<file path="config.mk">
export PLATFORM = sky130hd
export DESIGN_NAME = sqrt_share_arbiter
export DESIGN_NICKNAME = d
export VERILOG_FILES = /design/src/rtl/sqrt_share_arbiter_pkg.sv /design/src/rtl/sqrt_tag_fifo.sv /design/src/rtl/sqrt_share_arbiter.sv
export SDC_FILE = /design/constraint.sdc
export NUM_CORES = 1
export LEC_CHECK = 0
export ABC_CLOCK_PERIOD_IN_PS = 3300
export CORE_UTILIZATION = 28
export CTS_BUF_LIST = sky130_fd_sc_hd__clkbuf_8
export CTS_CLUSTER_DIAMETER = 80
export DETAILED_ROUTE_END_ITERATION = 16
export PLACE_DENSITY = 0.87
export SYNTH_ARGS = -nofsm -noshare
export SYNTH_HDL_FRONTEND = slang
export SYNTH_HIERARCHICAL = 1
export SYNTH_SLANG_ARGS = --single-unit
</file>
<file path="constraint.sdc">
create_clock -name clk -period 3.3 [get_ports clk]
set_clock_uncertainty 0.15 [all_clocks]
set_input_delay 0.825 -clock clk [delete_from_list [all_inputs] [get_ports clk]]
set_output_delay 0.825 -clock clk [all_outputs]
set_load 0.05 [all_outputs]
</file>
<file path="src/rtl/sqrt_share_arbiter_pkg.sv">
// sqrt_share_arbiter_pkg: tag width helper and round-robin winner search shared by the arbiter.
package sqrt_share_arbiter_pkg;
    localparam int MAX_REQ   = 8;
    localparam int MAX_TAG_W = 3;

    function automatic int tag_width(input int n);
        return (n <= 2) ? 1 : $clog2(n);
    endfunction

    // First valid index at or after ptr, wrapping modulo n; returns ptr when nothing is valid.
    function automatic logic [MAX_TAG_W-1:0] rr_find(input logic [MAX_REQ-1:0] valid,
                                                     input logic [MAX_TAG_W-1:0] ptr,
                                                     input int n);
        logic [MAX_TAG_W-1:0] w;
        int idx;
        w = ptr;
        for (int k = n - 1; k >= 0; k--) begin
            idx = (int'(ptr) + k) % n;
            if (valid[idx[MAX_TAG_W-1:0]]) w = idx[MAX_TAG_W-1:0];
        end
        return w;
    endfunction
endpackage

</file>
<file path="src/rtl/sqrt_tag_fifo.sv">
// sqrt_tag_fifo: in-order FIFO of requester tags for results still inside the sqrt unit.
module sqrt_tag_fifo #(
    parameter int W     = 2,
    parameter int DEPTH = 4
) (
    input  logic                       clk,
    input  logic                       rst,
    input  logic                       push_i,
    input  logic                       pop_i,
    input  logic [W-1:0]               din_i,
    output logic [W-1:0]               dout_o,
    output logic                       full_o,
    output logic                       empty_o,
    output logic [$clog2(DEPTH):0]     count_o
);
    localparam int AW = $clog2(DEPTH);

    logic [W-1:0]  mem_q [DEPTH];
    logic [AW-1:0] wr_q, wr_d, rd_q, rd_d;
    logic [AW:0]   cnt_q, cnt_d;
    logic          do_push, do_pop;

    always_comb begin
        full_o  = cnt_q == (AW+1)'(DEPTH);
        empty_o = cnt_q == '0;
        count_o = cnt_q;
        dout_o  = mem_q[rd_q];
        do_push = push_i & ~full_o;
        do_pop  = pop_i & ~empty_o;
        wr_d    = do_push ? wr_q + 1'b1 : wr_q;
        rd_d    = do_pop ? rd_q + 1'b1 : rd_q;
        cnt_d   = cnt_q + (AW+1)'(do_push) - (AW+1)'(do_pop);
    end

    always_ff @(posedge clk) begin
        if (rst) begin
            wr_q  <= '0;
            rd_q  <= '0;
            cnt_q <= '0;
        end else begin
            wr_q  <= wr_d;
            rd_q  <= rd_d;
            cnt_q <= cnt_d;
        end
    end

    always_ff @(posedge clk) begin
        if (do_push) mem_q[wr_q] <= din_i;
    end
endmodule

</file>
<file path="src/rtl/sqrt_share_arbiter.sv">
// sqrt_share_arbiter: round-robin sharing of one in-order sqrt unit, results steered back by tag.
module sqrt_share_arbiter
    import sqrt_share_arbiter_pkg::*;
#(
    parameter int NUM_REQ         = 4,
    parameter int INPUT_WIDTH     = 32,
    parameter int OUTPUT_WIDTH    = (INPUT_WIDTH + 1) / 2,
    parameter int MAX_OUTSTANDING = 4
) (
    input  logic                               clk,
    input  logic                               rst,
    input  logic [NUM_REQ*INPUT_WIDTH-1:0]     req_data,
    input  logic [NUM_REQ-1:0]                 req_valid,
    output logic [NUM_REQ-1:0]                 req_ready,
    output logic [OUTPUT_WIDTH-1:0]            rsp_data,
    output logic [NUM_REQ-1:0]                 rsp_valid,
    input  logic [NUM_REQ-1:0]                 rsp_ready,
    output logic [INPUT_WIDTH-1:0]             sqrt_in_data,
    output logic                               sqrt_in_valid,
    input  logic                               sqrt_in_ready,
    input  logic [OUTPUT_WIDTH-1:0]            sqrt_out_data,
    input  logic                               sqrt_out_valid,
    output logic                               sqrt_out_ready,
    output logic [$clog2(MAX_OUTSTANDING):0]   outstanding,
    output logic                               err_orphan
);
    localparam int TAG_W = tag_width(NUM_REQ);

    logic [TAG_W-1:0] rr_ptr_q, rr_ptr_d, winner, head;
    logic             full, empty, push, pop, err_orphan_q, err_orphan_d;

    assign winner = TAG_W'(rr_find(MAX_REQ'(req_valid), MAX_TAG_W'(rr_ptr_q), NUM_REQ));

    always_comb begin
        sqrt_in_valid  = ~full & (|req_valid);
        sqrt_in_data   = req_data[winner*INPUT_WIDTH +: INPUT_WIDTH];
        push           = sqrt_in_valid & sqrt_in_ready;
        req_ready      = push ? NUM_REQ'(1) << winner : '0;
        rr_ptr_d       = push ? ((winner == TAG_W'(NUM_REQ - 1)) ? '0 : winner + 1'b1) : rr_ptr_q;
        // With no tag pending the result is drained and flagged rather than delivered.
        rsp_valid      = empty ? '0 : NUM_REQ'(sqrt_out_valid) << head;
        rsp_data       = sqrt_out_data;
        sqrt_out_ready = empty | rsp_ready[head];
        pop            = ~empty & sqrt_out_valid & rsp_ready[head];
        err_orphan_d   = err_orphan_q | (empty & sqrt_out_valid);
    end

    always_ff @(posedge clk) begin
        if (rst) begin
            rr_ptr_q     <= '0;
            err_orphan_q <= 1'b0;
        end else begin
            rr_ptr_q     <= rr_ptr_d;
            err_orphan_q <= err_orphan_d;
        end
    end

    assign err_orphan = err_orphan_q;

    sqrt_tag_fifo #(.W(TAG_W), .DEPTH(MAX_OUTSTANDING)) u_tag_fifo (
        .clk     (clk),
        .rst     (rst),
        .push_i  (push),
        .pop_i   (pop),
        .din_i   (winner),
        .dout_o  (head),
        .full_o  (full),
        .empty_o (empty),
        .count_o (outstanding)
    );
endmodule

</file>
==> run summary, run 1 <==
Min Hold Slack: 0.338 ns
grt peak-use layer: met2
Max IR drop VDD: 301 uV
hold depth: 2
DR vias/cell: 4.90
FP Rows: 32
Critical Path Source Type: input port
Seq/Total Area, Yosys: 21.0%
GPL Wtd Cong: 0.786
# diodes: 0
mapped cell area: 0.00229 mm^2
Synth Area in Adders: 4.16%
CP arrival: 2.36 ns
Worst-path clk slew: 0.07 ns
DRC: 0
final setup margin: -0.0387 ns
GRT Util Overall: 22.2%
max-cap violation count: 0
post-synthesis net count: 392
fin crit period: 3.34 ns
Initial DRT Pass Iterations: 4
FF+latch area: 483 um^2
clk sink count: 20
maximum number of pins on one net before global-route repair: 23
drt initial violations: 51
global-route wire length before repair: 14.6 mm
reg2reg path depth: 13
Layout Area Growth over Synthesis: 152%
Initial Util: 29.3%
worst skew pair latency: 0.25 ns
H-tree Lvls: 1
outcome: complete, but fails checks
GRT met3 Usage: 4.19%
Worst Hold Class: reg2reg
Syn Area/Cell: 9.98 um^2
Fillers: 459
#FFs+latches synth: 20
Static Leak: 2.23 nW
pre-CTS setup slack: -0.615 ns
area leader, netlist: mux2i_1
WP data required: 2.32 ns
Detailed Place HPWL: 6.68 mm
crit path max fanout: 7
Synth Area in Compound Gates: 5.20%
Final Hold Viols: 0
mux share of post-synthesis cell area: 45.0%
endpoint type of the worst setup path: output port
max_slew headroom: 63.8%
met1 Use GR: 23.3%
top-area cell type share of the netlist area: 42.0%
async set-reset flop share out of synthesis: 0%
share of layout cells above drive strength 1: 41.8%
Ys Warns: 6
fin crit share: 101%
failing checks: setup timing
met2 Usage GRT: 42.8%
Pins Over Slew Limit: 0
mean routed wirelength per cell: 19.4 um
Power Dens Cells: 573 mW/mm^2
io pins: 218
# hold bufs at CTS: 0
nets: 587
multi-input logic area: 0.00220 mm^2
synthesized instance count: 229
# setup viols final: 6
Netlist cell types: 37
post-synthesis xor/xnor area fraction: 1.15%
port bufs: 185
ys flop type: dfxtp_1
CTS tree: built
total core area: 0.00781 mm^2
Die X: 92.4 um
via count: 2,571
die area: 0.00853 mm^2
Placed Cells: 500
Final ANT Viol Nets: 0
Root Buffer: clkbuf_8
Die Ht: 92.4 um
vias in the first global route: 2,786
final wirelength: 10.2 mm
Inserted Clock Buffers: 3
Worst Tran Pin Value: 0.540 ns
EDFF count, synth: 8
Max Fclk: 300 MHz
unrepaired setup endpoints after global routing: true
synth top area cells: mux2i_1 (42%), dfxtp_1 (11%), edfxtp_1 (11%), buf_4 (6.2%), buf_6 (3.4%)
initial antenna violation count: 0
total gr overflow: 0
Setup CP Type: in2out
Post-Layout Cell Count: 525
combinational family with the most area after synthesis: multiplexers
clk buf depth: 2
Synth Area in Simple Gates: 10.7%
Tot Pwr: 3.30 mW
==> cell usage after synthesis, types with 2 or more instances <==
library cell	count
a21oi_1	8
and2_1	7
and3_1	2
and3b_1	2
buf_2	2
buf_4	19
buf_6	7
dfxtp_1	12
edfxtp_1	8
ha_1	6
inv_1	10
mux2i_1	96
mux4_2	3
nand2_1	4
nor2_1	12
nor2b_1	4
nor3_1	2
nor3b_2	2
o21ai_0	2
o21ai_1	2
or3_1	2
xor2_1	2
==> critical path: stages <==
cell and delay (ns):
buf_8 0.11, nor3_4 0.19, a31oi_4 0.06, o2bb2ai_4 0.17, buf_12 0.15, buf_12 0.13
buf_12 0.14, mux2i_2 0.17, mux2i_2 0.25, buf_12 0.18
==> layout by cell type (no fill, tap or decap), types with 2 or more instances in the layout <==
cell and count:
mux4_2 3, inv_2 2, ha_1 5, mux2i_1 36, buf_16 3, clkbuf_16 4, a21oi_2 2, nor3b_2 2
nor2_1 8, buf_4 16, nand2_1 4, clkdlybuf4s50_1 135, dlymetal6s2s_1 4, mux2i_4 38, a21oi_1 5, nor2b_1 2
and3b_1 2, edfxtp_1 8, nor2_2 4, and2_4 2, nor3_2 2, and2_1 5, dfxtp_1 10, o21ai_1 3
and3_1 2, clkbuf_8 3, buf_8 3, buf_6 4, buf_12 45, or3_1 2, dfxtp_2 2, bufbuf_16 5
mux2i_2 22, inv_1 9
==> metal layers <==
layer,wire (um),vias up
met1,3560,1241
met5,0,-
li1,-,1197
met3,545,15
met4,208,0
met2,5890,118
==> what timing repair did <==
item / in CTS / in global routing
endpoints found under the setup margin: 37 / 31
pin swaps: 7 / 5
gates resized for setup: 107 / 63
cloned: 6 / 3
buffers inserted: 10 / 7
==> cell type report <==
cell class / instances / area share (%)
repair buffers: 220 / 49.7
multi-input cells: 169 / 38.2
flip-flops and latches: 20 / 8.39
well taps: 102 / 2.22
clock buffers: 3 / 0.717
inverters: 10 / 0.652
clock inverters: 1 / 0.0652
==> per-stage QoR <==
step | instance area, um^2 | utilization, % | TNS [ns]
2_1_floorplan | 2330 | - | -4.13
3_3_place_gp | 4620 | 59.2 | -14.39
3_5_place_dp | 4620 | 59.2 | -17.12
4_1_cts | 5400 | 69.1 | -0.106
5_1_grt | 5760 | 73.7 | -0.902
6_report | 5760 | 73.7 | -0.0694
==> path summary, 6_finish.rpt <==
| path | from | to | slack (ns) |
|---|---|---|---|
| max reg2reg | flip-flop | u_tag_fifo/count_o[2] | 0.09 |
| min reg2reg | err_orphan | err_orphan | 0.34 |
| max | req_valid[2] | sqrt_in_data[20] | -0.04 |
| min | err_orphan | err_orphan | 0.34 |
==> cell families (layout without fill, tap and decap cells) <==
logic type      count (synthesis)  after routing
buf+inv                        40            234
compound gates                 18             18
xor+xnor                        3              3
simple gates                   42             42
flops                          20             20
mux                            99             99
fa+ha+maj                       7              7
==> where the power goes <==
| group | leakage [nW] | switching (mW) | internal (mW) |
|---|---|---|---|
| registers | 0.173 | 0.0608 | 0.311 |
| clock network | 0.0269 | 0.0748 | 0.0826 |
| logic | 2.03 | 1.30 | 1.47 |
| total | 2.23 | 1.43 | 1.87 |
==> registers in the layout (all words and copies together), names as in the netlist, named ones only <==
name and count:
u_tag_fifo/count_o 3, rr_ptr_q 2, u_tag_fifo/rd_q 2, u_tag_fifo/mem_q 8, u_tag_fifo/wr_q 2, err_orphan 1
Power figures use the tool's default switching activity.
==> run 2, diff against run 1 <==
- ABC_AREA: not set -> 1
- CORE_UTILIZATION: 28 -> 31
- PLACE_DENSITY: 0.87 -> 0.88
- RECOVER_POWER: not set -> 25
- SLEW_MARGIN: not set -> 10
==> run 2 against run 1 <==
The flow still finishes with violations (setup timing). Design area is 11% higher. Fmax decreased by 2.2%. Utilization increased by 2.7 points. Hold slack lost 0.017 ns. Worst setup slack lost 0.076 ns. Flip-flop and latch count did not move. Non-clock buffer count up 40. Routed wire length increased by 48%. Clock-buffer cell count unchanged. Largest power group unchanged.
==> run summary, run 2 <==
Hold Crit Start: err_orphan
async set-reset flop share out of synthesis: 0% (unchanged)
clk sink count: 20 (unchanged)
WP data required: 2.32 ns (about the same)
final setup margin: -0.115 ns (-0.0759 ns)
Syn Area/Cell: 5.28 um^2 (-47%)
commonest non-fill, non-tap cell in the layout: nand2_1
via count: 4,458 (+73%)
DRC: 0 (unchanged)
CP arrival: 2.44 ns (+0.08 ns)
max-cap violation count: 0 (unchanged)
maximum number of pins on one net before global-route repair: 29 (+26%)
Slowest-stage cell, CP: buf_8
Synth Area in Simple Gates: 58.1% (+47 points)
reg2reg setup slack: 0.40 ns (+0.31 ns)
total core area: 0.00834 mm^2 (+6.8%)
# setup viols final: 33 (+27)
GRT Util Overall: 27.7% (+5.5 points)
hold depth: 2 (unchanged)
DR top layer: met4
fin crit period: 3.41 ns (+0.0759 ns)
share of layout cells above drive strength 1: 35.6% (-6.2 points)
max_slew headroom: 66.6% (+2.8 points)
post-synthesis xor/xnor area fraction: 0% (-1.1 points)
Min Hold Slack: 0.322 ns (-0.0168 ns)
combinational family with the most area after synthesis: simple AND/OR/NAND/NOR gates
nets: 894 (+52%)
Largest register FFs: 8 (unchanged)
Max Fclk: 293 MHz (-2.2%)
Seq/Total Area, Yosys: 17.8% (-3.2 points)
Die Ht: 95.3 um (+3.2%)
Worst Tran Pin Value: 0.499 ns (-0.0411 ns)
Synth Area in Compound Gates: 4.68% (-0.52 points)
Max IR drop VDD: 953 uV (+220%)
Initial Util: 32.4% (+3.1 points)
final wirelength: 15.1 mm (+48%)
#FFs+latches synth: 20 (unchanged)
Commonest cells post-synth: nand2_1 (270), nand3_1 (72), inv_1 (33)
die area: 0.00909 mm^2 (+6.5%)
fin crit share: 103% (+2.3 points)
Final ANT Viol Nets: 0 (unchanged)
Placed Cells: 784 (+57%)
wl on met1: 5.42 mm (+53%)
outcome: complete, but fails checks
Critical Path Source Type: input port
endpoint type of the worst setup path: output port
post-synthesis net count: 674 (+72%)
post-route cell area: 0.00637 mm^2 (+11%)
worst skew pair latency: 0.26 ns (about the same)
failing checks: setup timing
top-area cell type share of the netlist area: 37.5% (-4.5 points)
port bufs: 185 (unchanged)
Power Dens Cells: 1340 mW/mm^2 (+130%)
# diodes: 0 (unchanged)
synthesized instance count: 511 (+120%)
Tot Pwr: 8.55 mW (+160%)
Ys Warns: 6 (unchanged)
Post-Layout Cell Count: 835 (+59%)
Worst-path clk slew: 0.07 ns (about the same)
vias in the first global route: 4,185 (+50%)
drt initial violations: 136 (+170%)
Inserted Clock Buffers: 3 (unchanged)
Synth Area in Adders: 3.52% (-0.64 points)
unrepaired setup endpoints after global routing: true
total gr overflow: 0 (unchanged)
crit path max fanout: 5 (-2)
CTS tree: built
DR vias/cell: 5.34 (+9.0%)
FP Rows: 33 (+3.1%)
cell mode on critical path: nand2_1
Netlist cell types: 26 (-30%)
Final Util: 76.4% (+2.7 points)
ys flop type: dfxtp_1
max incr delay on CP: 0.15 ns (-0.10 ns)
synth top area cells: nand2_1 (38%), nand3_1 (13%), dfxtp_1 (8.9%), edfxtp_1 (8.9%), buf_4 (7.0%)
Static Leak: 3.09 nW (+38%)
met2 wire length: 7.57 mm (+28%)
Pins Over Slew Limit: 0 (unchanged)
# hold bufs at CTS: 0 (unchanged)
Area after DPL: 0.00509 mm^2 (+10%)
area leader, netlist: nand2_1
Final Hold Viols: 0 (unchanged)
setup TNS: -2.28 ns (-2.21 ns)
Die X: 95.3 um (+3.2%)
Top reg by flops: u_tag_fifo/mem_q
initial antenna violation count: 0 (unchanged)
Detailed Place HPWL: 8.36 mm (+25%)
pre-CTS setup slack: -0.465 ns (+0.149 ns)
Initial DRT Pass Iterations: 5 (+1)
CP Cell Sequence: buf_6, inv_4, o21ai_2, nand2_1, nand2_1, inv_2, nand2_2, buf_4, nand3_4, nand2_8, buf_8, clkbuf_16, nand2_2, nand2_1, nand2_1, nand2_2, buf_12
Buf/Inv on CP: 7 (+2)
Worst Hold Class: reg2reg
routed length on met3: 1.40 mm (+160%)
RR Endpoint: u_tag_fifo/count_o[2]
Setup CP Type: in2out
Fillers: 533 (+16%)
GPL Wtd Cong: 0.803 (+2.1%)
H-tree Lvls: 1 (unchanged)
global-route wire length before repair: 19.5 mm (+34%)
EDFF count, synth: 8 (unchanged)
clk buf depth: 2 (unchanged)
Layout Area Growth over Synthesis: 136%
mapped cell area: 0.00270 mm^2 (+18%)
mux share of post-synthesis cell area: 0% (-45 points)
most frequent cells in the layout: nand2_1 (173), clkdlybuf4s50_1 (138), nand2_2 (91)
delay-heaviest family, CP: simple AND/OR/NAND/NOR gates
Root Buffer: clkbuf_8
io pins: 218 (unchanged)
count leader, synth: nand2_1
reg2reg path depth: 16 (+3)
mean routed wirelength per cell: 18.0 um (-7.1%)
Worst Hold Path EP: err_orphan
-- run 2: worst max-delay path by stage --
stage / from / end / slack, ns / cells after the start
CTS: req_valid[0] / sqrt_in_data[1] / -0.13 / 20
floorplan: u_tag_fifo/count_o[0] / u_tag_fifo/count_o[2] / 0.03 / 14
finish: req_valid[3] / sqrt_in_data[13] / -0.11 / 17
detailed placement: req_valid[1] / sqrt_in_data[14] / -0.47 / 15
global placement: req_valid[3] / sqrt_in_data[2] / -0.38 / 15
global route: req_valid[3] / sqrt_in_data[13] / -0.22 / 18
-- run 2: cell families after synthesis --
| kind of cell | Yosys count |
|---|---|
| and+or+nand+nor | 383 |
| buffers and inverters | 79 |
| AOI/OAI and AO/OA | 22 |
| DFF | 20 |
| adders and majority gates | 7 |
-- run 2: routing by layer --
layer	global-route usage [%]	vias to the layer above
li1	-	2028
met1	30.0	2064
met2	51.2	290
met3	6.06	76
met4	11.7	0
met5	0	-
-- run 2: worst register-to-register path, stage by stage (launching register included) --
cell and delay, ns:
dfxtp_1 0.38, inv_1 0.09, o21ai_0 0.16, o22ai_1 0.15, inv_1 0.13, nand2_1 0.06, a32o_1 0.23, nor2_1 0.12
inv_1 0.05, nor2_1 0.15, ha_1 0.26, inv_1 0.06, ha_1 0.13, inv_1 0.05, fa_1 0.39, o21ai_0 0.18
nor2_1 0.06
-- run 2: power breakdown --
part           switching (mW)  leakage [nW]  internal [mW]  total (mW)
Clock                  0.0788        0.0231         0.0828       0.162
Sequential             0.0537         0.173          0.338       0.392
Combinational            4.33          2.89           3.66        7.99
-- run 2: timing repair --
| action | CTS | global route |
|---|---|---|
| endpoints found under the hold margin | 0 | 0 |
| gates cloned | 10 | 10 |
| endpoints found under the setup margin | 36 | 36 |
| buffers inserted | 25 | 9 |
| pin swaps | 49 | 54 |
| gates resized for setup | 112 | 84 |
-- run 2: layout make-up --
cell class | instances | area (um^2) | share of cell area, %
clock buffers | 3 | 41.3 | 0.648
clock inverters | 1 | 3.75 | 0.0589
inverters | 34 | 140 | 2.20
multi-input cells | 412 | 2240 | 35.1
flip-flops and latches | 20 | 483 | 7.58
well taps | 105 | 131 | 2.06
repair buffers | 260 | 3330 | 52.3
